### src/rtl/vga_timing_pkg.sv
// rtl/vga_timing_pkg.sv - shared VGA timing constants and helpers
package vga_timing_pkg;

  localparam int H_VISIBLE_DEF = 640;
  localparam int H_FRONT_DEF   = 16;
  localparam int H_SYNC_DEF    = 96;
  localparam int H_BACK_DEF    = 48;
  localparam int H_TOTAL_DEF   = H_VISIBLE_DEF + H_FRONT_DEF + H_SYNC_DEF + H_BACK_DEF;

  localparam int V_VISIBLE_DEF = 480;
  localparam int V_FRONT_DEF   = 10;
  localparam int V_SYNC_DEF    = 2;
  localparam int V_BACK_DEF    = 33;
  localparam int V_TOTAL_DEF   = V_VISIBLE_DEF + V_FRONT_DEF + V_SYNC_DEF + V_BACK_DEF;

  localparam int PIX_DIV_DEF   = 4;
  localparam int CNT_W         = 10;

  // Both sync pulses are active-low for the 640x480 family of modes.
  localparam logic SYNC_ACTIVE = 1'b0;

  function automatic logic in_window(logic [CNT_W-1:0] cnt, int lo, int len);
    return (int'(cnt) >= lo) && (int'(cnt) < lo + len);
  endfunction

endpackage

### src/rtl/vga_timing_pix_tick_gen.sv
// rtl/vga_timing_pix_tick_gen.sv - free-running divider producing the one-clk pixel tick
module pix_tick_gen
  import vga_timing_pkg::*;
#(
  parameter int PIX_DIV = PIX_DIV_DEF
) (
  input  logic clk,
  input  logic rst_n,
  output logic pix_tick
);

  localparam int DW = (PIX_DIV > 1) ? $clog2(PIX_DIV) : 1;
  localparam logic [DW-1:0] DIV_LAST = DW'(PIX_DIV - 1);

  logic [DW-1:0] div_q;
  logic [DW-1:0] div_d;

  always_comb begin
    div_d = (div_q == DIV_LAST) ? '0 : div_q + 1'b1;
  end

  always_ff @(posedge clk or negedge rst_n) begin
    if (!rst_n) begin
      div_q <= '0;
    end else begin
      div_q <= div_d;
    end
  end

  assign pix_tick = (div_q == DIV_LAST);

endmodule

### src/rtl/vga_timing.sv
// rtl/vga_timing.sv - VGA raster counters, sync generation and registered RGB444 output
module vga_timing
  import vga_timing_pkg::*;
#(
  parameter int H_VISIBLE = H_VISIBLE_DEF,
  parameter int H_FRONT   = H_FRONT_DEF,
  parameter int H_SYNC    = H_SYNC_DEF,
  parameter int H_BACK    = H_BACK_DEF,
  parameter int V_VISIBLE = V_VISIBLE_DEF,
  parameter int V_FRONT   = V_FRONT_DEF,
  parameter int V_SYNC    = V_SYNC_DEF,
  parameter int V_BACK    = V_BACK_DEF,
  parameter int PIX_DIV   = PIX_DIV_DEF
) (
  input  logic        clk,
  input  logic        rst_n,
  input  logic [23:0] pix_data,
  output logic [9:0]  pos_x,
  output logic [9:0]  pos_y,
  output logic        video_on,
  output logic        hsync,
  output logic        vsync,
  output logic [11:0] rgb,
  output logic        frame_start
);

  localparam int H_TOTAL      = H_VISIBLE + H_FRONT + H_SYNC + H_BACK;
  localparam int V_TOTAL      = V_VISIBLE + V_FRONT + V_SYNC + V_BACK;
  localparam int H_SYNC_START = H_VISIBLE + H_FRONT;
  localparam int V_SYNC_START = V_VISIBLE + V_FRONT;

  localparam logic [CNT_W-1:0] H_LAST = CNT_W'(H_TOTAL - 1);
  localparam logic [CNT_W-1:0] V_LAST = CNT_W'(V_TOTAL - 1);
  localparam logic [CNT_W-1:0] H_VIS  = CNT_W'(H_VISIBLE);
  localparam logic [CNT_W-1:0] V_VIS  = CNT_W'(V_VISIBLE);

  logic             pix_tick;
  logic [CNT_W-1:0] h_cnt_q, h_cnt_d;
  logic [CNT_W-1:0] v_cnt_q, v_cnt_d;
  logic             hsync_q, hsync_d;
  logic             vsync_q, vsync_d;
  logic [11:0]      rgb_q, rgb_d;
  logic             h_end;
  logic             v_end;
  logic             unused_pix_bits;

  pix_tick_gen #(
    .PIX_DIV (PIX_DIV)
  ) u_pix_tick_gen (
    .clk      (clk),
    .rst_n    (rst_n),
    .pix_tick (pix_tick)
  );

  assign h_end    = (h_cnt_q == H_LAST);
  assign v_end    = (v_cnt_q == V_LAST);
  assign video_on = (h_cnt_q < H_VIS) && (v_cnt_q < V_VIS);
  assign pos_x    = video_on ? h_cnt_q : '0;
  assign pos_y    = video_on ? v_cnt_q : '0;

  // Only the top nibble of each 8-bit channel reaches the RGB444 DAC.
  assign unused_pix_bits = ^{pix_data[19:16], pix_data[11:8], pix_data[3:0]};

  always_comb begin
    h_cnt_d = h_cnt_q;
    v_cnt_d = v_cnt_q;
    hsync_d = hsync_q;
    vsync_d = vsync_q;
    rgb_d   = rgb_q;
    if (pix_tick) begin
      h_cnt_d = h_end ? '0 : h_cnt_q + 1'b1;
      if (h_end) begin
        v_cnt_d = v_end ? '0 : v_cnt_q + 1'b1;
      end
      // Sync and colour are registered from the same counter state so they stay aligned.
      hsync_d = in_window(h_cnt_q, H_SYNC_START, H_SYNC) ? SYNC_ACTIVE : ~SYNC_ACTIVE;
      vsync_d = in_window(v_cnt_q, V_SYNC_START, V_SYNC) ? SYNC_ACTIVE : ~SYNC_ACTIVE;
      rgb_d   = video_on ? {pix_data[23:20], pix_data[15:12], pix_data[7:4]} : 12'h000;
    end
  end

  always_ff @(posedge clk or negedge rst_n) begin
    if (!rst_n) begin
      h_cnt_q <= '0;
      v_cnt_q <= '0;
      hsync_q <= ~SYNC_ACTIVE;
      vsync_q <= ~SYNC_ACTIVE;
      rgb_q   <= '0;
    end else begin
      h_cnt_q <= h_cnt_d;
      v_cnt_q <= v_cnt_d;
      hsync_q <= hsync_d;
      vsync_q <= vsync_d;
      rgb_q   <= rgb_d;
    end
  end

  assign hsync       = hsync_q;
  assign vsync       = vsync_q;
  assign rgb         = rgb_q;
  assign frame_start = pix_tick && (h_cnt_q == '0) && (v_cnt_q == '0);

endmodule

### config.mk
export PLATFORM = sky130hd
export DESIGN_NAME = vga_timing
export DESIGN_NICKNAME = d
export VERILOG_FILES = /design/src/rtl/vga_timing_pkg.sv /design/src/rtl/vga_timing_pix_tick_gen.sv /design/src/rtl/vga_timing.sv
export SDC_FILE = /design/constraint.sdc
export NUM_CORES = 1
export LEC_CHECK = 0
export CAP_MARGIN = 10
export CORE_AREA = 2 2 72 74
export DETAILED_ROUTE_END_ITERATION = 10
export DIE_AREA = 0 0 74 76
export PLACE_DENSITY_LB_ADDON = 0.08
export SLEW_MARGIN = 20
export SYNTH_ARGS = -nofsm -noshare
export SYNTH_HDL_FRONTEND = slang
export SYNTH_SLANG_ARGS = --single-unit
### constraint.sdc
create_clock -name clk -period 5.2 [get_ports clk]
set_input_delay 0.78 -clock clk [delete_from_list [all_inputs] [get_ports clk]]
set_output_delay 0.78 -clock clk [all_outputs]
set_load 0.01 [all_outputs]
==> flow_metrics.tcl <==
set metrics [dict create \
    status "complete, no violations" \
    p_int_uw 408.8 \
    slew_violations 0 \
    setup_slack_ps 1844 \
    fin_nets 278 \
    r2r_cells 6 \
    maxCapViolations 0 \
    ys_seq_area_share_pct 47.91 \
    drc 0 \
    ys_warn_count 0 \
    slowest_stage "and3b_1" \
    hold_ws_ps 429.0 \
    pwr-share-seq_pct 54.5 \
    cts_resized 0 \
    rsz0062_at_grt "false" \
    power.density_nw_per_um2 210.9 \
    dp_hpwl_um 2862 \
    io_pins 62 \
    cts-buffers-inserted 5 \
    post_dp_cell_area_sq_um 2404 \
    root_buffer "clkbuf_8" \
    crit_cells 4 \
    fmax_mhz 298.0 \
    ant_nets 0 \
    antenna_cells 0 \
    grt_max_degree 37 \
    path_clk_slew_ps 70 \
    peakVddDrop_mv 0.09424 \
    worstSetupPathType "flop to primary output" \
    firstDrtPassIters 4 \
    drt_iter0_drc 81 \
    finish.utilization_pct 50.82 \
    core_region_area_sq_um 4912 \
    place_congestion 0.7765 \
    hold_path_depth 1 \
    layout_commonest_cell "clkdlybuf4s50_1" \
    startpoint_type "flop" \
    die_area_sq_um 5624 \
    postCtsHoldBufs 0 \
    path_max_fanout 32 \
    slowest_delay_ps 860 \
    start_util_pct 38.39 \
    syn_nets 234 \
    clkSinkCount 36 \
    fin_area_sq_um 2496 \
    clock_path_buffers 2 \
    io_buffers 48 \
    die_h_um 76 \
    rrSetupSlack_ps 2860 \
    num_rows 26 \
    htree_levels 2 \
    hold_end "u_pix_tick_gen.div_q[0]" \
    grt_first_pass_wirelength_um 7251 \
    pre_cts_ws_ps 2129 \
    worst-path-buf-inv 1 \
    hold_violations 0 \
    relSlewSlack_pct 32.24 \
    routedWlPerCell_um 13.49 \
    clockPowerShare_pct 39.5 \
    setup_tns_ps 0 \
    synth_seq_cells 36 \
    drive_gt1_share_pct 6.048 \
    layout_common_cells "48 x clkdlybuf4s50_1, 34 x dfrtp_1, 23 x nand3_1" \
    grt_use_total_pct 16.44 \
    cts_tree "done" \
    min_from "u_pix_tick_gen.div_q[0]" \
    grt_pass1_vias 1497 \
    dieWidth_um 74 \
    area_growth_pct 32.38 \
    required_ps 4420 \
    tightest_slew_ps 1016 \
    yosys.cell_types.count 39 \
    wirelength_um 4291 \
    p_leak_uw 0.001081 \
    p_sw_uw 117.5 \
    viasPerCell 4.858 \
    synth.avg_cell_area_sq_um 9.288 \
    cts_setup_buffers 0 \
    num_vias 1545 \
    crit_arrival_ps 2580 \
    hold_path.class "flop to flop" \
    crit_chain "nand4_1 > and3b_1 > and2_1 > clkdlybuf4s50_1" \
    crit_family "simple AND/OR/NAND/NOR gates" \
    comb_power_share_pct 6.0 \
    switching_share_pct 22.33 \
    setup_viol_count_final 0 \
    post-route-period-util_pct 64.54 \
    skew_ps 3.464 \
    syn_inst 203 \
    r2r_start "u_pix_tick_gen.div_q[0]" \
    mappedNetlistArea_sq_um 1886 \
    r2r_end "v_cnt_q[4]" \
    gr-total-overflow 0 \
    final.min_clock_period_ps 3356 \
    endpoint_kind "primary output" \
    clkLatencyLatePin_ps 290 \
    grt_antenna_before_repair 0 \
]
## cells in the mapped netlist, drive strengths merged
cell type | instances | share of area [%]
dfrtp | 34 | 45
nand3 | 24 | 7.0
and2 | 20 | 6.6
o21ai | 19 | 5.0
inv | 16 | 3.2
nor2 | 10 | 2.1
nand2 | 8 | 1.6
buf | 7 | 2.1
and3 | 6 | 2.0
clkbuf | 6 | 1.3
nand4 | 6 | 2.0
a21oi | 5 | 1.3
ha | 5 | 3.3
nor4 | 5 | 1.7
xnor2 | 5 | 2.3
xor2 | 5 | 2.3
and4 | 2 | 0.93
dfstp | 2 | 2.8
nand3b | 2 | 0.80
nand4b | 2 | 0.93
or4 | 2 | 0.80
a31oi | 1 | 0.33
and3b | 1 | 0.46
and4b | 1 | 0.53
conb | 1 | 0.20
mux2 | 1 | 0.60
mux2i | 1 | 0.53
nand2b | 1 | 0.33
nor2b | 1 | 0.33
nor3 | 1 | 0.27
o31ai | 1 | 0.40
or2 | 1 | 0.33
or3 | 1 | 0.33
## final cells by class
class | count | area, sq um
Clock buffer | 6 | 82.58
Clock inverter | 2 | 10.01
Fill cell | 477 | 2416
Inverter | 16 | 60.06
Multi-Input combinational cell | 138 | 857.1
Sequential cell | 36 | 903.4
Tap cell | 70 | 87.58
Timing Repair Buffer | 50 | 495.5
## worst max path at each step
| stage | from | endpoint |
|---|---|---|
| 6_report | v_cnt_q[5] | pos_x[0] |
| 3_5_place_dp | v_cnt_q[5] | pos_x[0] |
| 5_1_grt | v_cnt_q[5] | pos_x[1] |
| 4_1_cts | h_cnt_q[7] | pos_x[0] |
| 2_1_floorplan | v_cnt_q[7] | frame_start |
| 3_3_place_gp | h_cnt_q[8] | pos_x[0] |
## through the flow
stage          total power (uW)  instances
6_report                  526.3        318
2_1_floorplan             298.7        203
5_1_grt                   552.8        318
3_5_place_dp              324.6        310
3_3_place_gp              324.2        310
4_1_cts                   535.0        318
## power groups by stage
stage | clock network, uW | registers (uW) | logic, uW
floorplan | 0 | 295 | 3.91
global placement | 0 | 292 | 32.1
detailed placement | 0 | 292 | 32.1
CTS | 216 | 287 | 32.3
global route | 230 | 287 | 35.4
finish | 208 | 287 | 31.6
## sequential cells by signal, indices dropped and copies added, names as in the netlist
name,count
rgb,12
h_cnt_q,10
v_cnt_q,10
u_pix_tick_gen.div_q,2
hsync,1
vsync,1
## layer usage
layer  share of wire (%)  wire length, um  track usage (%)  vias up
li1                    -                -                -      776
met1                  48             2055            22.54      723
met2                  45             1934            24.82       42
met3                 5.8              248            4.101        4
met4                 1.2               53            6.182        0
met5                   0                0                0        -
## cell families after synthesis
group,count (synthesis),synth area share [%]
buf+inv,29,6.636
xor+xnor,10,4.645
mux,2,1.128
other cells,1,0.1989
simple gates,94,29.07
compound gates,26,7.100
flops,36,47.91
fa+ha+maj,5,3.318
No activity file was read; power rests on OpenSTA's default activity.
